<file path="src/rtl/seq_det_pkg.sv">
// seq_det_pkg
// Shared definitions for the parametrised serial sequence detector.
//   state_e     : detector state encoding (FILL = window not yet complete,
//                 ARMED = window holds N valid bits)
//   MODE_NONOVL / MODE_OVL : values of the ovl input
package seq_det_pkg;

  typedef enum logic {
    FILL  = 1'b0,
    ARMED = 1'b1
  } state_e;

  localparam logic MODE_NONOVL = 1'b0;
  localparam logic MODE_OVL    = 1'b1;

endpackage

</file>
<file path="src/rtl/seq_shift_win.sv">
// seq_shift_win
// N-bit enable-gated serial shift window. New bits enter at the MSB, so
// q_o[N-1] is the newest bit and q_o[0] the oldest.
// Ports:
//   clk_i    : clock, rising edge
//   clr_i    : synchronous active-high clear of the window
//   en_i     : shift strobe; d_i is taken only when high
//   d_i      : serial data bit
//   q_next_o : window contents after this edge (combinational look-ahead)
//   q_o      : registered window
module seq_shift_win
  import seq_det_pkg::*;
#(
  parameter int N = 6
) (
  input  logic         clk_i,
  input  logic         clr_i,
  input  logic         en_i,
  input  logic         d_i,
  output logic [N-1:0] q_next_o,
  output logic [N-1:0] q_o
);

  logic [N-1:0] win_q;
  logic [N-1:0] win_d;

  always_comb begin
    win_d = win_q;
    if (en_i) win_d = {d_i, win_q[N-1:1]};
  end

  always_ff @(posedge clk_i) begin
    if (clr_i) win_q <= '0;
    else       win_q <= win_d;
  end

  assign q_next_o = win_d;
  assign q_o      = win_q;

endmodule

</file>
<file path="src/rtl/seq_det_param.sv">
// seq_det_param
// Parametrised serial sequence detector. One bit is shifted into an N-bit
// window per en strobe and the look-ahead window is compared with the
// runtime pattern; a match gives a registered one-cycle flag pulse and bumps
// a saturating match counter. Matches are suppressed until N bits have been
// collected, and in non-overlapping mode N fresh bits are needed after each
// match.
// Optional build macro: SEQ_DET_MASK_EN adds a mask input whose set bits are
// don't-care positions in the compare.
// Ports:
//   clk       : clock, rising edge
//   r         : synchronous active-high reset
//   en        : bit-valid strobe
//   d         : serial data bit
//   pat       : pattern, pat[0] earliest bit in time
//   ovl       : 1 = overlapping detection, 0 = non-overlapping
//   clr_cnt   : synchronous clear of match_cnt
//   mask      : (SEQ_DET_MASK_EN only) don't-care bit positions
//   q         : window, q[N-1] newest, q[0] oldest
//   flag      : registered match pulse
//   match_cnt : saturating count of matches
//   cnt_sat   : high while match_cnt is all-ones
module seq_det_param
  import seq_det_pkg::*;
#(
  parameter int N     = 6,
  parameter int CNT_W = 8
) (
  input  logic             clk,
  input  logic             r,
  input  logic             en,
  input  logic             d,
  input  logic [N-1:0]     pat,
  input  logic             ovl,
  input  logic             clr_cnt,
`ifdef SEQ_DET_MASK_EN
  input  logic [N-1:0]     mask,
`endif
  output logic [N-1:0]     q,
  output logic             flag,
  output logic [CNT_W-1:0] match_cnt,
  output logic             cnt_sat
);

  localparam int                FILL_W    = $clog2(N + 1);
  localparam logic [FILL_W-1:0] FILL_FULL = FILL_W'(N);
  localparam logic [CNT_W-1:0]  CNT_MAX   = '1;

  logic [N-1:0]      q_next;
  logic [FILL_W-1:0] fill_q, fill_d, fill_inc;
  state_e            state_q, state_d;
  logic              flag_q;
  logic [CNT_W-1:0]  cnt_q, cnt_d;
  logic              sat_q, sat_d;
  logic              win_eq;
  logic              hit;

  seq_shift_win #(.N(N)) u_win (
    .clk_i    (clk),
    .clr_i    (r),
    .en_i     (en),
    .d_i      (d),
    .q_next_o (q_next),
    .q_o      (q)
  );

  // Compare the window as it will look after this edge, so the flag lands
  // in the same cycle that q first shows the completed window.
`ifdef SEQ_DET_MASK_EN
  assign win_eq = (((q_next ^ pat) & ~mask) == '0);
`else
  assign win_eq = (q_next == pat);
`endif

  always_comb begin
    fill_inc = fill_q;
    if (en && (fill_q != FILL_FULL)) fill_inc = fill_q + FILL_W'(1);
  end

  assign hit = en && win_eq && (fill_inc == FILL_FULL);

  // Next-state: FILL arms once the N-th bit arrives; a non-overlapping match
  // restarts collection while leaving the window contents in place.
  always_comb begin
    state_d = state_q;
    fill_d  = fill_inc;
    case (state_q)
      FILL:    if (fill_inc == FILL_FULL) state_d = ARMED;
      ARMED:   state_d = ARMED;
      default: state_d = FILL;
    endcase
    if (hit && (ovl == MODE_NONOVL)) begin
      state_d = FILL;
      fill_d  = '0;
    end
  end

  // A clear coinciding with a match still counts that match.
  always_comb begin
    cnt_d = cnt_q;
    if (clr_cnt)                        cnt_d = hit ? CNT_W'(1) : '0;
    else if (hit && (cnt_q != CNT_MAX)) cnt_d = cnt_q + CNT_W'(1);
    sat_d = (cnt_d == CNT_MAX);
  end

  always_ff @(posedge clk) begin
    if (r) begin
      state_q <= FILL;
      fill_q  <= '0;
      flag_q  <= 1'b0;
      cnt_q   <= '0;
      sat_q   <= 1'b0;
    end else begin
      state_q <= state_d;
      fill_q  <= fill_d;
      flag_q  <= hit;
      cnt_q   <= cnt_d;
      sat_q   <= sat_d;
    end
  end

  assign flag      = flag_q;
  assign match_cnt = cnt_q;
  assign cnt_sat   = sat_q;

endmodule

</file>
<file path="config.mk">
export PLATFORM = sky130hd
export DESIGN_NAME = seq_det_param
export DESIGN_NICKNAME = d
export VERILOG_FILES = /design/src/rtl/seq_det_pkg.sv /design/src/rtl/seq_shift_win.sv /design/src/rtl/seq_det_param.sv
export SDC_FILE = /design/constraint.sdc
export NUM_CORES = 1
export LEC_CHECK = 0
export ABC_AREA = 1
export CORE_MARGIN = 5
export CORE_UTILIZATION = 49
export CTS_CLUSTER_SIZE = 24
export DETAILED_ROUTE_END_ITERATION = 10
export GPL_TIMING_DRIVEN = 0
export PLACE_DENSITY = 0.8
export SLEW_MARGIN = 20
export SYNTH_ARGS = -nofsm -noshare
export SYNTH_HDL_FRONTEND = slang
export SYNTH_SLANG_ARGS = --single-unit
</file>
<file path="constraint.sdc">
create_clock -name clk -period 2.25 [get_ports clk]
set_input_delay 0.45 -clock clk [delete_from_list [all_inputs] [get_ports clk]]
set_output_delay 0.45 -clock clk [all_outputs]
set_load 0.05 [all_outputs]
</file>
==> flow_summary_export.csv <==
group,metric,value,unit
floorplan,start_util,0.497,
grt,grt_pass1_wl,4920,um
power_and_ir_drop,p_leak,0.710,nW
clock_network,htree_levels,1,
route,wirelength,2850,um
worst_setup_path,arrival,1.64,ns
final_layout,nNetsFinal,231,
worst_setup_path,cp_slowest_cell,"clkdlybuf4s50_1",
route,drt-vias-per-instance,5.02,
power_and_ir_drop,intPower,0.461,mW
floorplan,die-height,59.4,um
worst_setup_path,crit_type,"register to primary output",
synthesis,synth_area_leader_cell,"dfxtp_1",
worst_setup_path,cp-end-kind,"primary output",
worst_setup_path,critPathMaxFanout,6,
sta,worst_slew_pin_slew,0.499,ns
route,drt-met1-wl,1220,um
grt,grt_max_degree,12,
hold_path,hp-class,"register to register",
sta,fin_crit,2.09,ns
place,dp_cells,241,
worst_setup_path,cp-startpoint,"match_cnt[2]",
sta,fmax,479,MHz
route,highest_layer,"met4",
place,place_congestion,0.874,
worst_setup_path,crit_buf_inv,1,
place,dp_hpwl,2260,um
synthesis,synth_cells,184,
floorplan,rows,18,
synthesis,synth_top_area_share,0.318,
status,status,"complete, no violations",
sta,clock_skew,0.00559,ns
floorplan,die_x,59.4,um
final_layout,fin_util,0.637,
sta,finalCritPeriodShare,0.927,
hold_path,hp-start,"u_win.q_o[3]",
worst_setup_path,required,1.80,ns
power_and_ir_drop,comb_power_share,0.191,
clock_network,cts.sinks,19,
final_layout,design_area,1540,um2
sta,rsz0062_at_grt,"false",
synthesis,synth_area,1200,um2
synthesis,synth_common_cells,"54 x nand2_1, 23 x inv_1, 22 x nor2_1",
power_and_ir_drop,total_power,0.645,mW
final_layout,fin_cells,245,
clock_network,tritoncts,"built",
floorplan,dieArea,3530,um2
place,place_area,1510,um2
route,wl_met2,1430,um
grt,grt.overflow.total,0,
clock_network,clockRootBuffer,"clkbuf_4",
worst_setup_path,worstPathCellList,"clkdlybuf4s50_1",
clock_network,cts.path.max_buffers,2,
clock_network,path_clk_slew,0.11,ns
synthesis,async_reset_ff_frac,0,
worst_setup_path,crit_family,"buffers and inverters",
power_and_ir_drop,power.switching,0.184,mW
synthesis,synth_fp_nets,199,
grt,grt_pass1_vias,1197,
worst_setup_path,reg2reg_from,"fill_q[0]",
final_layout,area_delta_synth_final,28.2,%
synthesis,synthFlopType,"dfxtp_1",
place,portBuffers,27,
final_layout,drive_above_1_share,0.121,
grt,antenna_found_initial,0,
power_and_ir_drop,clockPowerShare,0.263,
route,drc,0,
clock_network,postCtsSetupRepairBufs,0,
clock_network,cts-buffers-inserted,3,
synthesis,postSynthAreaPerCell,6.51,um2
synthesis,synth-warning-count,0,
route,met3_length,155,um
worst_setup_path,slowest_delay,0.86,ns
route,detail-route-antenna-nets,0,
flow_run,drv_cap,0,
power_and_ir_drop,ir_drop,0.479,mV
route,wl_per_cell,11.6,um
sta,final-hold-violation-count,0,
synthesis,synth-edff-count,0,
power_and_ir_drop,p_seq_frac,0.546,
synthesis,ys_seq_elements,19,
sta,drv_slew,0,
floorplan,io_pins,28,
synthesis,ys_top_cells_by_area,"dfxtp_1 32%, nand2_1 17%, inv_1 7.2%",
sta,setup_viol,0,
worst_setup_path,critPathLaunchType,"register",
final_layout,fillCellCount,230,
final_layout,insertedDiodeCount,0,
clock_network,insertion_delay,0.30,ns
sta,holdWs,0.517,ns
route,drt_iter0_drc,47,
sta,slew_headroom,0.666,
synthesis,yosysMostFrequentCell,"nand2_1",
synthesis,synth_cell_types,21,
power_and_ir_drop,powerDensity,420,nW/um2
power_and_ir_drop,swShare,0.285,
synthesis,yosysSeqAreaShare,0.318,
route,vias,1229,
floorplan,core_area,2410,um2
grt,grt_usage,0.182,
route,firstDrtPassIters,5,
[final timing paths]
path / cells past startpoint / slack [ns] / to
max: 1 / 0.16 / match_cnt[2]
min: 2 / 0.52 / u_win.q_o[3]
min reg2reg: 2 / 0.52 / u_win.q_o[3]
max reg2reg: 16 / 0.27 / cnt_sat
[layout make-up]
class / instances / area [um2] / share of cell area
buffer: 4 / 37.5 / 0.0244
clock buffer: 3 / 22.5 / 0.0147
clock inverter: 1 / 5.00 / 0.00326
inverter: 26 / 97.6 / 0.0636
multi-input combinational: 135 / 682 / 0.444
sequential: 19 / 380 / 0.248
tap: 30 / 37.5 / 0.0244
timing repair buffer: 27 / 273 / 0.178
[registers in the layout, indices dropped and copies added, names as in the netlist]
signal     cells
match_cnt      8
u_win.q_o      6
cnt_sat        1
flag           1
fill_q         3
[cell usage in the layout, fill, tap and decap left out, drive strengths merged]
master and n:
ha 3, xnor2 2, dlymetal6s2s 1, o21ai 1, inv 25, nor2 27, nand3 19, a21oi 4
clkbuf 4, dfxtp 19, nand4 10, clkinv 2, clkdlybuf4s50 26, nor3 2, xor2 4, nand2 62
nand3b 1, buf 3
[through the flow]
step / TNS (ns) / worst slack (ns)
2_1_floorplan: 0 / 0.305
3_3_place_gp: -0.143 / -0.143
3_5_place_dp: -0.154 / -0.154
4_1_cts: 0 / 0.158
5_1_grt: 0 / 0.0317
6_report: 0 / 0.164
[power by group through the flow]
stage | clock (mW) | combinational [mW] | sequential, mW
6_report | 0.170 | 0.123 | 0.352
5_1_grt | 0.194 | 0.137 | 0.353
4_1_cts | 0.177 | 0.124 | 0.352
3_5_place_dp | 0 | 0.124 | 0.360
3_3_place_gp | 0 | 0.119 | 0.359
2_1_floorplan | 0 | 0.0608 | 0.376
[repair_timing]
action	4_1_cts	5_1_grt
hold buffers	0	0
resized for setup	0	1
setup endpoints to repair	0	1
hold endpoints to repair	0	0
[metal layers]
metal	global-route usage	vias to the layer above
met3	0.0458	6
met1	0.218	554
met4	0.0550	0
met2	0.315	34
met5	0	-
li1	-	635
[cell families after synthesis]
kind of cell    after synthesis  share of synthesized area
simple gates                121                      0.473
compound gates                5                     0.0209
flops                        19                      0.318
xor+xnor                      6                     0.0439
fa+ha+maj                     3                     0.0314
buf+inv                      30                      0.113
Note: power is estimated with default switching activity, not from simulation.
